`config.mk`:
```
export PLATFORM = sky130hd
export DESIGN_NAME = regfile_sb
export DESIGN_NICKNAME = d
export VERILOG_FILES = /design/src/rtl/regfile_pkg.sv /design/src/rtl/regfile_scoreboard.sv /design/src/rtl/regfile_sb.sv
export SDC_FILE = /design/constraint.sdc
export NUM_CORES = 2
export LEC_CHECK = 0
export CAP_MARGIN = 10
export CORE_ASPECT_RATIO = 1.4
export CORE_MARGIN = 5
export CORE_UTILIZATION = 30
export DETAILED_ROUTE_END_ITERATION = 8
export PLACE_DENSITY = 0.53
export SKIP_LAST_GASP = 1
export SLEW_MARGIN = 20
export SYNTH_ARGS = -nofsm -noshare
export SYNTH_HDL_FRONTEND = slang
export SYNTH_SLANG_ARGS = --single-unit
```
`constraint.sdc`:
```
create_clock -name clk -period 86.3 [get_ports clk]
set_clock_uncertainty 0.2 [all_clocks]
set_input_delay 17.26 -clock clk [delete_from_list [all_inputs] [get_ports clk]]
set_output_delay 17.26 -clock clk [all_outputs]
set_load 0.02 [all_outputs]
```
`src/rtl/regfile_pkg.sv`:
```
// Shared types and defaults for the integer register file and its scoreboard.
// The bypass select helper fixes the read-port priority: zero, then wr1, then wr0, then array.
package regfile_pkg;

  localparam int XLEN_DEF = 32;
  localparam int AW_DEF   = 5;

  typedef enum logic {
    ST_IDLE,
    ST_CLEAR
  } state_t;

  typedef enum logic [1:0] {
    SEL_ARRAY,
    SEL_WR0,
    SEL_WR1,
    SEL_ZERO
  } byp_sel_t;

  function automatic byp_sel_t bypass_sel(input logic is_zero, input logic wr1_hit,
                                          input logic wr0_hit);
    if (is_zero) return SEL_ZERO;
    if (wr1_hit) return SEL_WR1;
    if (wr0_hit) return SEL_WR0;
    return SEL_ARRAY;
  endfunction

endpackage

```
`src/rtl/regfile_scoreboard.sv`:
```
// Pending-write scoreboard: one busy bit per register, set on issue, cleared on
// writeback or by the sweep engine, with combinational query ports that see same-cycle updates.
module regfile_scoreboard #(
  parameter int AW  = 5,
  parameter int NRP = 2
) (
  input  logic              clk,
  input  logic              rst,
  input  logic              set_en,
  input  logic [AW-1:0]     set_addr,
  input  logic              clr0_en,
  input  logic [AW-1:0]     clr0_addr,
  input  logic              clr1_en,
  input  logic [AW-1:0]     clr1_addr,
  input  logic              sweep_en,
  input  logic [AW-1:0]     sweep_addr,
  input  logic [NRP*AW-1:0] qaddr,
  output logic [NRP-1:0]    qbusy
);

  localparam int NREG = 1 << AW;

  logic [NREG-1:0]        busy_q;
  logic [NREG-1:0]        busy_d;
  logic [NRP-1:0][AW-1:0] qa;

  assign qa = qaddr;

  // Issue is applied after the writeback clears so that a same-cycle set wins.
  always_comb begin
    busy_d = busy_q;
    if (clr0_en)  busy_d[clr0_addr]  = 1'b0;
    if (clr1_en)  busy_d[clr1_addr]  = 1'b0;
    if (set_en)   busy_d[set_addr]   = 1'b1;
    if (sweep_en) busy_d[sweep_addr] = 1'b0;
  end

  always_ff @(posedge clk or posedge rst) begin
    if (rst) busy_q <= '0;
    else     busy_q <= busy_d;
  end

  always_comb begin
    qbusy = '0;
    for (int k = 0; k < NRP; k++) begin
      qbusy[k] = (busy_q[qa[k]] & ~((clr0_en && clr0_addr == qa[k]) ||
                                    (clr1_en && clr1_addr == qa[k])))
               | (set_en && set_addr == qa[k]);
    end
  end

endmodule

```
`src/rtl/regfile_sb.sv`:
```
// Multi-port register file with write-through bypass, pending-write scoreboard
// and a sequenced clear engine that sweeps one register per cycle.
module regfile_sb
  import regfile_pkg::*;
#(
  parameter int XLEN    = XLEN_DEF,
  parameter int AW      = AW_DEF,
  parameter int NRP     = 2,
  parameter int ZERO_R0 = 1
) (
  input  logic                clk,
  input  logic                rst,
  input  logic [NRP*AW-1:0]   raddr_i,
  output logic [NRP*XLEN-1:0] rdata_o,
  output logic [NRP-1:0]      rbusy_o,
  input  logic                wr0_en_i,
  input  logic [AW-1:0]       wr0_addr_i,
  input  logic [XLEN-1:0]     wr0_data_i,
  input  logic                wr1_en_i,
  input  logic [AW-1:0]       wr1_addr_i,
  input  logic [XLEN-1:0]     wr1_data_i,
  input  logic                iss_valid_i,
  input  logic [AW-1:0]       iss_rd_i,
  input  logic                clr_req_i,
  output logic                clr_busy_o,
  output logic                clr_done_o
);

  localparam int NREG = 1 << AW;
  localparam bit Z0   = (ZERO_R0 != 0);

  state_t                   state;
  logic [AW-1:0]            cnt;
  logic                     clr_done;
  logic [XLEN-1:0]          regs [NREG];
  logic [NRP-1:0][AW-1:0]   ra;
  logic [NRP-1:0][XLEN-1:0] rd;
  logic [NRP-1:0]           sb_busy;
  logic                     idle;
  logic                     wr0_ok;
  logic                     wr1_ok;
  logic                     iss_ok;

  assign idle   = (state == ST_IDLE);
  assign wr0_ok = wr0_en_i && idle && !(Z0 && wr0_addr_i == '0);
  assign wr1_ok = wr1_en_i && idle && !(Z0 && wr1_addr_i == '0);
  assign iss_ok = iss_valid_i && idle && !(Z0 && iss_rd_i == '0);

  // NOTE: state registers use non-blocking assignments so every flop samples pre-edge values.
  always_ff @(posedge clk or posedge rst) begin
    if (rst) begin
      state    <= ST_IDLE;
      cnt      <= '0;
      clr_done <= 1'b0;
    end else begin
      clr_done <= 1'b0;
      case (state)
        ST_IDLE: begin
          if (clr_req_i) begin
            state <= ST_CLEAR;
            cnt   <= '0;
          end
        end
        ST_CLEAR: begin
          cnt <= cnt + 1'b1;
          if (cnt == {AW{1'b1}}) begin
            state    <= ST_IDLE;
            clr_done <= 1'b1;
          end
        end
        default: state <= ST_IDLE;
      endcase
    end
  end

  assign clr_busy_o = (state == ST_CLEAR);
  assign clr_done_o = clr_done;

  // NOTE: the array is reset on purpose -- reset must leave every register reading zero,
  // which rules out a plain RAM macro for this file.
  always_ff @(posedge clk or posedge rst) begin
    if (rst) begin
      for (int i = 0; i < NREG; i++) regs[i] <= '0;
    end else if (state == ST_CLEAR) begin
      regs[cnt] <= '0;
    end else begin
      if (wr0_ok) regs[wr0_addr_i] <= wr0_data_i;
      if (wr1_ok) regs[wr1_addr_i] <= wr1_data_i;
    end
  end

  assign ra = raddr_i;

  // NOTE: rd gets a default before the loop so no path through this block infers a latch.
  always_comb begin
    rd = '0;
    for (int k = 0; k < NRP; k++) begin
      case (bypass_sel(Z0 && ra[k] == '0, wr1_ok && wr1_addr_i == ra[k],
                       wr0_ok && wr0_addr_i == ra[k]))
        SEL_ZERO: rd[k] = '0;
        SEL_WR1:  rd[k] = wr1_data_i;
        SEL_WR0:  rd[k] = wr0_data_i;
        default:  rd[k] = regs[ra[k]];
      endcase
      if (rst) rd[k] = '0;
    end
  end

  assign rdata_o = rd;

  regfile_scoreboard #(
    .AW (AW),
    .NRP(NRP)
  ) u_sb (
    .clk       (clk),
    .rst       (rst),
    .set_en    (iss_ok),
    .set_addr  (iss_rd_i),
    .clr0_en   (wr0_ok),
    .clr0_addr (wr0_addr_i),
    .clr1_en   (wr1_ok),
    .clr1_addr (wr1_addr_i),
    .sweep_en  (state == ST_CLEAR),
    .sweep_addr(cnt),
    .qaddr     (raddr_i),
    .qbusy     (sb_busy)
  );

  assign rbusy_o = rst ? '0 : sb_busy;

endmodule

```
# After elaboration in Yosys (flattened, before gate mapping)
# Cells that the tools add are included.
[word_totals] reg_bits=1063 in_bits=95 word_cells=189 output_inout_bits=68
[classes] n_reduce_logical=29 n_eq_ne=14 add_sub_neg=1 mux=70 order_cmp=18 n_bitwise=21
[op_table] cell="two-way mux 1024 bit" n=4
[op_table] cell="bitwise mux 1024 bit" n=2
[op_table] cell="AND 1024 bit" n=1
[op_table] cell="NOT 1024 bit" n=1
[op_table] cell="demux 32 bit (select 5 bit)" n=3
[op_table] cell="two-way mux 32 bit" n=13
[op_table] cell="binary-select mux 32 bit (select 5 bit)" n=2
[op_table] cell="one-hot mux 32 bit (3 select lines)" n=2
[op_table] cell="AND 32 bit" n=3
[op_table] cell="NOT 32 bit" n=3
[op_table] cell="less-than comparator 5 x 6 -> 1 bit, second input constant" n=6
[op_table] cell="OR 32 bit" n=1
[op_table] cell="== test 5 bit" n=6
[op_table] cell=">= comparator 6 bit, second input constant" n=5
[op_table] cell="NOT 5 -> 6 bit" n=5
[op_table] cell="two-way mux 2 bit" n=13
[op_table] cell="logical NOT 5 bit" n=5
[op_table] cell="two-way mux 1 bit" n=22
[op_table] cell="demux 1 bit (select 5 bit)" n=4
[op_table] cell=">= comparator 5 x 1 -> 1 bit, second input constant" n=4
[op_table] cell="logical AND 1 bit" n=19
[op_table] cell="less-than comparator 6 x 1 -> 1 bit, second input constant" n=3
[op_table] cell="binary-select mux 1 bit (select 5 bit)" n=2
[op_table] cell="one-hot mux 5 bit (2 select lines)" n=1
[op_table] cell="other kinds (12)" n=23

# Logic depth before layout (Yosys ltp)
[depth] ltp_word=14 mapped_depth=10 ltp_nobuf=6

# By module
# Synthesis repeated with hierarchy kept, for this count alone.
[hier_totals] hier_cells=8804 area_unflattened_um2=77847.2
[modules_own_cells] module="regfile_sb" cells_each=8494 seq_area_each_um2=25799.7 n_inst=1 area_each_um2=74978.2
[modules_own_cells] module="regfile_scoreboard" cells_each=310 seq_area_each_um2=800.8 n_inst=1 area_each_um2=2869.0

# Worst setup path after synthesis
# Ideal clock, no wire load.
[synth_timing] kind="input to output" start="in wr1_addr_i[3]" end="out rdata_o[51]" n_path_buf=4 t_arrival_ns=19.293 required_time_ns=68.840 path_slack_ns=49.547 stages=9 path_cell_list="buf_2 > or3_1 > buf_2 > o311ai_4 > or2_1 > buf_4 > buf_4 > o211ai_1 > a221oi_1"
[synth_between] elab_chain_cells=12 word_cells_on_any_way=17 classes_between="eq/ne (4); mux (9); reduce/logical (4)"
[synth_rtl] item="start, declared" line="regfile_sb.sv:20" text="input logic [AW-1:0] wr1_addr_i,"
[synth_rtl] item="logical NOT 5 bit" line="regfile_sb.sv:46" text="assign wr1_ok = wr1_en_i && idle && !(Z0 && wr1_addr_i == '0);"
[synth_rtl] item="logical NOT 1 bit" line="regfile_sb.sv:46"
[synth_rtl] item="logical AND 1 bit" line="regfile_sb.sv:46"
[synth_rtl] item="logical AND 1 bit *" line="regfile_sb.sv:98" text="case (bypass_sel(Z0 && ra[k] == '0, wr1_ok && wr1_addr_i == ra[k],"
[synth_rtl] item="two-way mux 2 bit" line="regfile_pkg.sv:23" text="if (wr1_hit) return SEL_WR1;"
[synth_rtl] item="two-way mux 2 bit" line="regfile_pkg.sv:24" text="if (wr0_hit) return SEL_WR0;"
[synth_rtl] item="two-way mux 2 bit" line="regfile_pkg.sv:25" text="return SEL_ARRAY;"
[synth_rtl] item="two-way mux 2 bit *" line="regfile_pkg.sv:24"
[synth_rtl] item="two-way mux 2 bit *" line="regfile_pkg.sv:23"
[synth_rtl] item="== test 2 x 1 -> 1 bit or == test 2 bit (tied branches)" line="regfile_sb.sv:98"
[synth_rtl] item="one-hot mux 32 bit (3 select lines) *" line="regfile_sb.sv:98"
[synth_rtl] item="two-way mux 32 bit *" line="regfile_sb.sv:105" text="if (rst) rd[k] = '0;"
[synth_rtl] item="end, declared" line="regfile_sb.sv:14" text="output logic [NRP*XLEN-1:0] rdata_o,"
# Mark *: on every way between the ends. The rest lies on a longest branch, timed or not. The select of a mux whose other input is x is not followed.

# Worst setup path after layout
[layout_timing] start="in raddr_i[6]" end="out rdata_o[36]"
[layout_between] elab_chain_cells=11 word_cells_on_any_way=25 classes_between="eq/ne (5); mux (16); bitwise (1); reduce/logical (3)"
[layout_rtl] item="start, declared" line="regfile_sb.sv:13" text="input logic [NRP*AW-1:0] raddr_i,"
[layout_rtl] item="== test 5 bit" line="regfile_sb.sv:99" text="wr0_ok && wr0_addr_i == ra[k]))"
[layout_rtl] item="logical AND 1 bit" line="regfile_sb.sv:99"
[layout_rtl] item="two-way mux 1 bit (2 in series)" line="regfile_pkg.sv:24"
[layout_rtl] item="two-way mux 1 bit" line="regfile_pkg.sv:23"
[layout_rtl] item="two-way mux 2 bit" line="regfile_pkg.sv:25"
[layout_rtl] item="two-way mux 2 bit" line="regfile_pkg.sv:24"
[layout_rtl] item="two-way mux 2 bit" line="regfile_pkg.sv:23"
[layout_rtl] item="== test 2 x 1 -> 1 bit or == test 2 bit (tied branches)" line="regfile_sb.sv:98"
[layout_rtl] item="one-hot mux 32 bit (3 select lines) *" line="regfile_sb.sv:98"
[layout_rtl] item="two-way mux 32 bit *" line="regfile_sb.sv:105"
# Marked as above.

==> results_tabular.tex <==
\begin{tabular}{lr}
\hline
Metric & Value \\
\hline
\multicolumn{2}{l}{\textbf{Clock tree}} \\
\quad Post\_cts resized & 0 \\
\quad Number of buffers on the longest clock path & 3 \\
\quad Clock buffer count from CTS & 112 \\
\quad Number of levels in the clock H-tree & 3 \\
\quad Post-CTS clock slew at the launch and capture registers of the worst setup and hold paths & 60 ps \\
\quad Clock root buffer master & sky130\_fd\_sc\_hd\_\_clkbuf\_16 \\
\quad CTS tree & yes \\
\quad Count of hold-fix buffers inserted at cts & 0 \\
\quad \# clock sinks & 1063 \\
\quad Post-CTS setup buffer count & 0 \\
\quad Skew-Pair Late Insertion Delay & 760 ps \\
\multicolumn{2}{l}{\textbf{GRT}} \\
\quad Vias in the first global route & 73170 \\
\quad First-pass GRT wire length & 554000 um \\
\quad Global-route usage over all layers & 28.2\% \\
\quad Number of antenna violations at the first check in global routing & 29 \\
\quad Congestion Overflow GR & 0 \\
\quad Largest net degree at the start of global routing & 162 \\
\multicolumn{2}{l}{\textbf{Worst setup path}} \\
\quad Crit. End Element & output pin \\
\quad Arrival time of data at the critical path endpoint & 22200 ps \\
\quad Top cell by count, worst path & sky130\_fd\_sc\_hd\_\_buf\_4 \\
\quad Reg2Reg Launch Point & clr\_busy\_o \\
\quad CP max-delay cell & sky130\_fd\_sc\_hd\_\_a311oi\_1 \\
\quad Required time at the endpoint of the critical path & 68840 ps \\
\quad Critical path class & input port to output pin \\
\quad Biggest fanout along the worst timing path & 75 \\
\quad Crit-path max cell delay & 780 ps \\
\quad CP Launch Point & raddr\_i[6] \\
\quad Critical Path Source Type & input port \\
\quad Cells along the critical path & buf\_8 > buf\_4 > xnor2\_1 > o311a\_1 > buf\_4 > and2\_1 > buf\_4 > nor3\_2 > buf\_4 > a311oi\_1 > clkdlybuf4s50\_1 \\
\multicolumn{2}{l}{\textbf{Timing}} \\
\quad Final min period & 39660 ps \\
\quad Upper clock frequency limit & 25.2 MHz \\
\quad Final worst path period share & 46.0\% \\
\quad Number of pins exceeding their max-slew limit in the final report & 0 \\
\quad Total of endpoints with negative setup slack in the final report & 0 \\
\quad Slew at the pin closest to its max-slew limit & 1220 ps \\
\quad Setup total negative slack & 0 ps \\
\quad Unrepaired setup endpoints after global routing & false \\
\quad Relative slew slack & 18.6\% \\
\quad Number of hold violations in the final report & 0 \\
\multicolumn{2}{l}{\textbf{Place}} \\
\quad Final weighted congestion in routability-driven placement & 0.912 \\
\quad Number of I/O port buffers & 162 \\
\quad Post-DP HPWL & 227000 um \\
\multicolumn{2}{l}{\textbf{Pwr}} \\
\quad Static leakage & 33.2 nW \\
\quad Power after layout & 1.73 mW \\
\quad Worst vdd ir & 18.1 uV \\
\quad Total power divided by cell area & 20.2 mW/mm\^{}2 \\
\multicolumn{2}{l}{\textbf{Detailed routing}} \\
\quad Total wirelength of the detailed-routed design & 396000 um \\
\quad Wirelength per Cell & 35.4 um \\
\quad 1st-pass router iterations & 9 \\
\quad DR iter-0 viols & 11009 \\
\quad Number of nets still failing antenna checks after routing & 0 \\
\quad Total number of vias & 75712 \\
\quad Vias per std cell & 6.76 \\
\quad Number of remaining DRC errors & 0 \\
\multicolumn{2}{l}{\textbf{Synthesis}} \\
\quad Number of nets in the synthesized netlist & 8310 \\
\quad Predominant post-synthesis flop cell & sky130\_fd\_sc\_hd\_\_dfrtp\_1 \\
\quad Count of flip-flops with a built-in enable after synthesis & 0 \\
\quad Fraction of synthesized cell area taken by the top area cell type & 34.4\% \\
\quad Number of synthesized register bits & 1063 \\
\quad Post-synthesis cell type with the largest combined area & sky130\_fd\_sc\_hd\_\_dfrtp\_1 \\
\quad Biggest area contributors in the synthesized netlist & sky130\_fd\_sc\_hd\_\_dfrtp\_1 (34\%), sky130\_fd\_sc\_hd\_\_mux4\_2 (15\%), sky130\_fd\_sc\_hd\_\_mux2i\_1 (8.1\%), sky130\_fd\_sc\_hd\_\_a22o\_1 (6.7\%), sky130\_fd\_sc\_hd\_\_a21oi\_1 (6.6\%) \\
\quad Syn\_area\_per\_cell & 9.41 um\^{}2 \\
\quad Gate count of the mapped netlist & 8210 \\
\quad Top post-synthesis cells by count & sky130\_fd\_sc\_hd\_\_dfrtp\_1 (1063), sky130\_fd\_sc\_hd\_\_a21oi\_1 (1013), sky130\_fd\_sc\_hd\_\_o21ai\_0 (932) \\
\quad Top-count cell post-synth & sky130\_fd\_sc\_hd\_\_dfrtp\_1 \\
\quad Async S/R FF share, synth & 100\% \\
\quad Sequential area share after synthesis & 34.4\% \\
\quad Unique cell type count in the Yosys netlist & 70 \\
\quad Post-synthesis instance area & 0.0773 mm\^{}2 \\
\quad Number of synthesis warnings & 0 \\
\multicolumn{2}{l}{\textbf{Status}} \\
\quad Result of the run & complete, no violations \\
\multicolumn{2}{l}{\textbf{Die}} \\
\quad Floorplan row count & 220 \\
\quad Initial cell density of the core & 30.1\% \\
\quad Full die area & 0.268 mm\^{}2 \\
\quad Die boundary height & 611 um \\
\quad Area inside the core boundary & 0.257 mm\^{}2 \\
\quad Io pins & 163 \\
\quad Die X & 439 um \\
\multicolumn{2}{l}{\textbf{Finish}} \\
\quad Fin nets & 7757 \\
\quad Fin util & 33.3\% \\
\quad Synthesis-to-finish area growth & 10.5\% \\
\quad Layout cell share with drive strength beyond 1 & 15.0\% \\
\multicolumn{2}{l}{\textbf{Min path}} \\
\quad Worst hold path type & register to register \\
\quad Source of the worst hold timing path & regs[786] \\
\multicolumn{2}{l}{\textbf{Job}} \\
\quad Number of maximum-capacitance constraint violations & 0 \\
\hline
\end{tabular}
layer usage:
metal / vias up / global-route usage [%] / share of wire [%]
met5: - / 0 / 0.035
met4: 18 / 23.9 / 10
met3: 1847 / 6.34 / 11
met2: 5984 / 43.1 / 44
met1: 37778 / 33.8 / 35
li1: 30085 / - / -
cell usage in the layout (no fill, tap or decap), drive strengths merged, types with 13 or more instances in the layout:
master,n
a211oi,29
a21oi,1013
a21o,13
xnor2,25
a221oi,44
a22oi,119
mux4,528
nor2b,51
clkdlybuf4s50,145
nor3b,17
clkbuf,169
o21ai,951
nor4,38
a31oi,17
a22o,589
nand3,18
nand2,572
nand3b,20
o31ai,440
mux2i,623
a2111oi,17
buf,307
clkinv,26
inv,27
diode,14
dfrtp,1063
o211ai,42
mux2,23
a32oi,13
nor3,26
nor2,627
nand2b,20
cell type report:
| type | instances | area, um^2 |
|---|---|---|
| Fill cell | 26121 | 171000 |
| Multi-Input combinational cell | 6002 | 46800 |
| Sequential cell | 1063 | 26600 |
| Tap cell | 3441 | 4310 |
| Timing Repair Buffer | 454 | 3920 |
| Clock buffer | 167 | 3300 |
| Clock inverter | 38 | 370 |
| Inverter | 24 | 105 |
| Antenna cell | 14 | 35.0 |
cell families after synthesis:
family	after synthesis	share of synthesized area, %
compound gates	3335	27.2
simple gates	1456	8.08
mux	1174	23.8
buf+inv	1145	6.05
flops	1063	34.4
xor+xnor	32	0.363
fa+ha+maj	5	0.0809
power breakdown:
group          internal [mW]  total, mW  switching (mW)
Clock                  0.281      0.519           0.238
Sequential             0.558      0.628          0.0704
Combinational          0.200      0.580           0.380
state kept, by name, indices dropped and copies added (netlist names):
register / cells
cnt: 5
u_sb.busy_q: 32
regs: 1024
clr_done_o: 1
clr_busy_o: 1
worst max-delay path, delay by kind of cell:
kind | cells | cell delay (ps)
buffers and inverters | 6 | 2930
AO/OA/AOI/OAI | 2 | 980
AND/OR/NAND/NOR | 2 | 750
XOR/XNOR | 1 | 180
path summary, 6_finish.rpt:
kind | endpoint | depth (start not counted) | slack [ps]
setup / recovery | rdata_o[36] | 11 | 46640
hold / removal | regs[786] | 2 | 300
setup reg to reg | regs[426] | 11 | 79690
hold reg to reg | regs[786] | 2 | 300
max in group asynchronous | regs[10] | 6 | 65880
min in group asynchronous | regs[733] | 2 | 16700
stage by stage:
step,setup WS (ps),area [um^2],hold slack [ps],cells
6_report,46640,85400,299,11203
2_1_floorplan,38630,77300,259,8210
3_5_place_dp,46790,81700,284,10982
5_1_grt,46580,85400,326,11190
4_1_cts,46760,85300,299,11187
3_3_place_gp,46640,81600,274,10980
Power figures use the tool's default switching activity.
